### src/rtl/wash_seq_ctrl.sv
// wash_seq_ctrl: washing-machine sequencer with coin credit, configurable
// phase durations and wash/rinse repetitions.
// State flow: IDLE -> SOAK -> (WASH -> RINSE) x reps -> SPIN -> DONE -> IDLE.
module wash_seq_ctrl #(
  parameter int CNT_W    = 8,
  parameter int T_SOAK   = 20,
  parameter int T_WASH   = 40,
  parameter int T_RINSE  = 20,
  parameter int T_SPIN   = 30,
  parameter int PRICE    = 1,
  parameter int CRED_W   = 4,
  parameter int MAX_REPS = 3,
  parameter int REP_W    = 2
) (
  input  logic              CLK,
  input  logic              RST,
  input  logic              I_COIN,
  input  logic              I_LID,
  input  logic [REP_W-1:0]  I_REPS,
  output logic              DN,
  output logic [2:0]        O_STATE,
  output logic [CNT_W-1:0]  O_REMAIN,
  output logic [CRED_W-1:0] O_CREDIT
);

  typedef enum logic [2:0] {
    ST_IDLE  = 3'd0,
    ST_SOAK  = 3'd1,
    ST_WASH  = 3'd2,
    ST_RINSE = 3'd3,
    ST_SPIN  = 3'd4,
    ST_DONE  = 3'd5
  } state_t;

  // Timer reload values: a phase of T cycles counts T-1 down to 0.
  localparam logic [CNT_W-1:0]  LP_LD_SOAK  = CNT_W'(T_SOAK - 1);
  localparam logic [CNT_W-1:0]  LP_LD_WASH  = CNT_W'(T_WASH - 1);
  localparam logic [CNT_W-1:0]  LP_LD_RINSE = CNT_W'(T_RINSE - 1);
  localparam logic [CNT_W-1:0]  LP_LD_SPIN  = CNT_W'(T_SPIN - 1);
  localparam logic [CRED_W-1:0] LP_PRICE    = CRED_W'(PRICE);
  localparam logic [CRED_W-1:0] LP_CRED_MAX = '1;
  localparam logic [REP_W-1:0]  LP_MAX_REPS = REP_W'(MAX_REPS);
  localparam logic [REP_W-1:0]  LP_ONE_REP  = REP_W'(1);

  state_t             r_state;
  state_t             w_next;
  logic               r_coin_q;
  logic [CRED_W-1:0]  r_credit;
  logic [CNT_W-1:0]   r_timer;
  logic [REP_W-1:0]   r_reps;
  logic [REP_W-1:0]   r_rep_cnt;

  logic               w_coin_edge;
  logic               w_start;
  logic               w_timed;
  logic               w_timer_zero;
  logic               w_spin_hold;
  logic [CRED_W-1:0]  w_credit_inc;
  logic [CRED_W-1:0]  w_credit_nxt;
  logic [REP_W-1:0]   w_reps_sel;
  logic [CNT_W-1:0]   w_timer_nxt;

  assign w_coin_edge  = I_COIN & ~r_coin_q;
  assign w_start      = (r_state == ST_IDLE) && (r_credit >= LP_PRICE);
  assign w_timed      = (r_state == ST_SOAK) || (r_state == ST_WASH) ||
                        (r_state == ST_RINSE) || (r_state == ST_SPIN);
  assign w_timer_zero = (r_timer == '0);
  assign w_spin_hold  = (r_state == ST_SPIN) && I_LID;

  // Credit update: saturating coin increment, then debit on the start edge.
  always_comb begin
    w_credit_inc = r_credit;
    if (w_coin_edge && (r_credit != LP_CRED_MAX)) begin
      w_credit_inc = r_credit + CRED_W'(1);
    end
    w_credit_nxt = w_credit_inc;
    if (w_start) begin
      w_credit_nxt = w_credit_inc - LP_PRICE;
    end
  end

  // Repetition request clamped to 1..MAX_REPS.
  always_comb begin
    w_reps_sel = I_REPS;
    if (I_REPS == '0) begin
      w_reps_sel = LP_ONE_REP;
    end else if (I_REPS > LP_MAX_REPS) begin
      w_reps_sel = LP_MAX_REPS;
    end
  end

  // State register.
  always_ff @(posedge CLK) begin
    if (!RST) begin
      r_state <= ST_IDLE;
    end else begin
      r_state <= w_next;
    end
  end

  // Next-state logic; illegal encodings fall back to IDLE.
  always_comb begin
    w_next = r_state;
    case (r_state)
      ST_IDLE:  if (w_start) w_next = ST_SOAK;
      ST_SOAK:  if (w_timer_zero) w_next = ST_WASH;
      ST_WASH:  if (w_timer_zero) w_next = ST_RINSE;
      ST_RINSE: begin
        if (w_timer_zero) begin
          w_next = (r_rep_cnt < r_reps) ? ST_WASH : ST_SPIN;
        end
      end
      ST_SPIN:  if (w_timer_zero && !I_LID) w_next = ST_DONE;
      ST_DONE:  w_next = ST_IDLE;
      default:  w_next = ST_IDLE;
    endcase
  end

  // Phase timer: reload on any state change, count down inside a phase,
  // freeze while the lid is open during SPIN.
  always_comb begin
    w_timer_nxt = r_timer;
    if (w_next != r_state) begin
      case (w_next)
        ST_SOAK:  w_timer_nxt = LP_LD_SOAK;
        ST_WASH:  w_timer_nxt = LP_LD_WASH;
        ST_RINSE: w_timer_nxt = LP_LD_RINSE;
        ST_SPIN:  w_timer_nxt = LP_LD_SPIN;
        default:  w_timer_nxt = '0;
      endcase
    end else if (w_timed && !w_spin_hold && !w_timer_zero) begin
      w_timer_nxt = r_timer - CNT_W'(1);
    end
  end

  // Datapath registers: coin sampler, credit, timer, repetition tracking.
  always_ff @(posedge CLK) begin
    if (!RST) begin
      r_coin_q  <= 1'b0;
      r_credit  <= '0;
      r_timer   <= '0;
      r_reps    <= LP_ONE_REP;
      r_rep_cnt <= '0;
    end else begin
      r_coin_q <= I_COIN;
      r_credit <= w_credit_nxt;
      r_timer  <= w_timer_nxt;
      if (w_start) begin
        r_reps    <= w_reps_sel;
        r_rep_cnt <= LP_ONE_REP;
      end else if ((r_state == ST_RINSE) && (w_next == ST_WASH)) begin
        r_rep_cnt <= r_rep_cnt + LP_ONE_REP;
      end
    end
  end

  // Moore outputs.
  always_comb begin
    DN       = (r_state == ST_DONE);
    O_STATE  = r_state;
    O_REMAIN = w_timed ? r_timer : '0;
    O_CREDIT = r_credit;
  end

endmodule

### config.mk
export PLATFORM = sky130hd
export DESIGN_NAME = wash_seq_ctrl
export DESIGN_NICKNAME = d
export VERILOG_FILES = /design/src/rtl/wash_seq_ctrl.sv
export SDC_FILE = /design/constraint.sdc
export NUM_CORES = 1
export LEC_CHECK = 0
export CORE_ASPECT_RATIO = 2
export CORE_MARGIN = 1.5
export CORE_UTILIZATION = 40
export DETAILED_ROUTE_END_ITERATION = 8
export DONT_BUFFER_PORTS = 1
export PLACE_DENSITY = 0.6
export SLEW_MARGIN = 40
export SYNTH_ARGS = -nofsm -noshare
export SYNTH_HDL_FRONTEND = slang
export SYNTH_SLANG_ARGS = --single-unit
### constraint.sdc
create_clock -name CLK -period 2.2 [get_ports CLK]
set_clock_uncertainty 0.05 [all_clocks]
set_input_delay 0.33 -clock CLK [delete_from_list [all_inputs] [get_ports CLK]]
set_output_delay 0.33 -clock CLK [all_outputs]
set_load 0.02 [all_outputs]
Word level (Yosys, flattened, before mapping)
Cells that the tools add are included.

Output and inout bits: 16. Bits in registers: 20. Word-level logic and storage cells: 65.

$lt $le $gt $ge: 3. Add/subtract/negate cells: 4. Multiplexer cells: 17. Bitwise gates (word level): 3. Equality and inequality tests: 11. Reduce and logical (&&, ||, !) cells: 20.

Operators by type and width (count): $mux W8 (3); $mux W3 (6); $pmux W6 S3 (1); $pmux W3 S5 (1); $eq A3 B2 Y1 const B (4); $eq A3 B3 Y1 const B (3); $logic_not A8 Y1 (1); $mux W4 (2); $sub A8 B1 Y8 const B (1); $logic_and A1 B1 Y1 (7); $eq A3 B1 Y1 const B (2); $add A4 B1 Y4 const B (1); $ge A4 B1 Y1 const B (1); $mux W2 (2); $ne A4 B4 Y1 const B (1); $reduce_bool A2 Y1 (2); $reduce_or A2 Y1 (2); $sub A4 B1 Y4 const B (1); $logic_not A1 Y1 (3); $logic_not A3 Y1 (1); $logic_or A1 B1 Y1 (3); $ne A3 B3 Y1 (1); $add A2 B1 Y2 const B (1); $gt A2 B2 Y1 const B (1); other kinds (5) (7).

Longest topological paths before layout
Word-level depth: 8. Gate-level depth with buffers: 9. Mapped depth without buffers: 8.

Least setup slack after synthesis
OpenSTA, ideal clock, no wires.

Path kind: flip-flop to flip-flop. From: register r_credit[1], in the netlist O_CREDIT[1]. To: register r_timer[1]. Path buffers: 1. Cell stages (with the launch flop): 9. Arrival: 2039 ps. Period minus slack after synthesis: 2159 ps. Setup time: 70 ps. Data required time: 2080 ps. Slack: 41 ps. Cell sequence: dfxtp_1 > inv_1 > ha_1 > o41ai_1 > nand3b_1 > a211oi_1 > buf_2 > o211ai_1 > a21boi_1.

Cells in the longest elaborated chain, start to end: 8.

RTL lines: start, declared (line 48) `logic [CRED_W-1:0] r_credit;`; start signal, assigned (line 146) `r_credit <= w_credit_nxt;`; $ge A4 B1 Y1 * (line 64) `assign w_start = (r_state == ST_IDLE) && (r_credit >= LP_PRICE);`; $logic_and A1 B1 Y1 * (line 64); $mux W3 * (line 105) `ST_IDLE: if (w_start) w_next = ST_SOAK;`; $pmux W3 S5 * (line 104) `case (r_state)`; $eq A3 B2 Y1 or $eq A3 B1 Y1 (tied branches) (line 124) `case (w_next)`; $reduce_or A2 Y1 (no line); $pmux W6 S3 (line 124); $mux W8 (line 123) `if (w_next != r_state) begin`; end signal, assigned (line 147) `r_timer <= w_timer_nxt;`; end, declared (line 49) `logic [CNT_W-1:0] r_timer;`.

Mark *: on every way between the ends. The rest lies on a longest branch, timed or not. A chain may end at the register's enable or synchronous reset.

Final worst setup path
From: register r_timer[1]. To: register r_timer[1].

Cells in the longest elaborated chain, start to end: 8.

RTL lines: $logic_not A8 Y1 (line 67) `assign w_timer_zero = (r_timer == '0);`; $logic_and A1 B1 Y1 (line 113) `ST_SPIN: if (w_timer_zero && !I_LID) w_next = ST_DONE;`; $mux W3 (line 113); $pmux W3 S5 (line 104); $eq A3 B2 Y1 or $eq A3 B1 Y1 (tied branches) (line 124); $reduce_or A2 Y1 (no line); $pmux W6 S3 (line 124); $mux W8 (line 123).

Several ways; a longest one is shown, not always the timed one. The select of a mux whose other input is x is not followed.

==> out/results.ini <==
[status]
status=finished, final reports clean

[layout]
final_area_um2=1720
drive_gt1_share_pct=31.0
final_common_cell=buf_4
final_cell_mix=32 x buf_4, 16 x dfxtp_1, 12 x nand2_1
nets=200
diodes=0
nFillCells=296
syn_to_final_growth_pct=28.8

[floorplanning]
pin_count=22
num_rows=29
die_h_um=84.6
die_x_um=43.8
coreArea_um2=3160
design.die.area_um2=3710
initial_core_util_pct=42.2

[global_route]
track_usage_pct=19.2
grt_pass1_vias=1280
grt_max_degree=20
grt_overflow=0
grt_antenna_before_repair=0
grt_pass1_wl_um=5510

[yosys]
synth_xor_area_share_pct=7.89
async_flop_share_pct=0
synth-edff-count=0
synth_warnings=0
synth_top_family_by_area=simple AND/OR/NAND/NOR gates
ys_seq_area_share_pct=30.0
synth_compound_area_share_pct=15.2
synthSimpleGateAreaFrac_pct=33.1
netlist_area_um2=1330
syn_inst=157
synthTopCellsByArea=dfxtp_1 30%, ha_1 5.6%, and2_1 4.7%
synth_top_area_share_pct=30.0
syn-num-nets=169
synthAdderAreaFrac_pct=5.63
synth_top_area_cell=dfxtp_1
yosysUniqueCellTypes=41
synth_ff_type=dfxtp_1
avgSynthCellArea_um2=8.49
synthMuxAreaShare_pct=3.94
ys_ff_latch=20

[power]
peakVddDrop_mv=1.08
powerDensity_nw_per_um2=1710
p_leak_nw=0.749

[detailed_routing]
dr.pass1.iters=4
routedWlPerCell_um=15.3
via_per_inst=5.69
ant_nets=0
drt_iter0_drc=19
vias=1241
drt-total-wl_um=3330
drc=0

[worst_setup_path]
required_ps=2340
worst_ep_arrival_time_ps=2310
cp_max_fo=6
worstSetupEndpointType=flop
critPathKind=reg2reg
worst_setup_path_start_kind=flop

[timing]
min_period_ps=2170
whs_ps=76.6
rsz0062_at_grt=yes
hold_viol_final=0
fmax_mhz=460
fin_crit_sh_pct=98.7
worst_pin_slew_ps=450
setup_violations=0
slew-limit-headroom_pct=69.8
drv_slew=0

[clock_tree]
clockBufferDepth=2
cts_inserted_buffers=3
hold_buffers=0
cts.sinks=20
cts_tree=yes
clock_latency_ps=260
cts-htree-levels=1
root_buffer=clkbuf_8
clk_pin_slew_ps=80

[job]
maxCapViolations=0

[worst_hold_path]
min_path_type=in2reg

[placed_design]
gp_congestion=0.830
io_buffers=0
hpwlAfterDp_um=2550
placed_area_um2=1540

where the power goes:
group	total, W	switching (W)	internal (W)
clock network	0.000286	0.000126	0.000159
logic	0.00202	0.00102	0.00100
registers	0.000626	0.000135	0.000492
total	0.00293	0.00128	0.00165
flip-flops by register name (all words and copies together), names as in the netlist:
| register | count |
|---|---|
| O_CREDIT | 4 |
| r_coin_q | 1 |
| r_rep_cnt | 2 |
| r_timer | 8 |
| r_reps | 2 |
| O_STATE | 3 |
repair_timing:
item	CTS	global route
endpoints found under the setup margin	4	7
buffers inserted	3	4
resized for setup	7	13
pin swaps	2	11
path summary, 6_finish.rpt:
| path | from | to | slack (ps) | cells past startpoint |
|---|---|---|---|---|
| min reg2reg | r_reps[0]$_SDFFE_PN1P_ | r_reps[0]$_SDFFE_PN1P_ | 460 | 2 |
| max reg2reg | r_timer[1]$_SDFFE_PN0P_ | r_timer[1]$_SDFFE_PN0P_ | 30 | 9 |
| min | RST | r_reps[0]$_SDFFE_PN1P_ | 80 | 1 |
| max | r_timer[1]$_SDFFE_PN0P_ | r_timer[1]$_SDFFE_PN0P_ | 30 | 9 |
worst max-delay path, stage by stage (launching register included):
cell	delay, ps
dfxtp_2	330
inv_2	80
ha_4	140
nor4b_4	330
buf_4	190
o211ai_1	130
nand3b_1	210
a211oi_4	110
or3b_1	370
a21boi_1	150
final cells by class:
cell class	instances	area, um2	share of cell area (%)
inverter	8	30.0	1.75
sequential	20	405	23.6
multi-input combinational	123	947	55.2
tap	31	38.8	2.26
timing repair buffer	32	240	14.0
clock buffer	4	55.1	3.21
cell families after synthesis:
| family | Yosys count |
|---|---|
| buffers and inverters | 14 |
| muxes | 5 |
| and+or+nand+nor | 74 |
| DFF | 20 |
| adders and majority gates | 6 |
| xor gates and xnor gates | 12 |
| AOI/OAI and AO/OA | 26 |
synth_stat cells (2+ instances only):
cell / count
nor3_1: 7
a21oi_1: 4
a21boi_0: 2
o21ai_0: 3
nor2b_1: 5
a211oi_1: 2
nand3_1: 5
nand2_1: 12
inv_1: 8
nand2b_1: 5
mux2_2: 2
or3b_1: 2
or3_1: 2
o21a_1: 2
xnor2_1: 5
nor3b_1: 3
buf_2: 2
and3_1: 5
mux2i_1: 3
o211ai_1: 2
nor2_1: 9
dfxtp_1: 20
and2_1: 10
ha_1: 6
nand3b_1: 4
o211a_1: 3
xor2_1: 7
clkbuf_1: 4
through the flow:
stage / utilization, % / cells / TNS (ps) / setup WS [ps] / total power [W]
after global placement: 48.8 / 208 / -47.9 / -17.7 / 0.00232
after CTS: 52.0 / 215 / -7.09 / -6.97 / 0.00279
after floorplan: - / 157 / 0 / 40.6 / 0.00177
final: 54.4 / 218 / 0 / 28.1 / 0.00293
after detailed placement: 48.8 / 208 / -492 / -156 / 0.00237
after global routing: 54.4 / 218 / -238 / -71.7 / 0.00315
per-layer routing:
layer  routed length, um  vias up  global-route usage, %
met2                1870       40                   35.4
li1                    -      610                      -
met3                 150       13                   3.23
met4                 121        0                   11.8
met5                   0        -                      0
met1                1190      578                   18.1
Power figures use the tool's default switching activity.
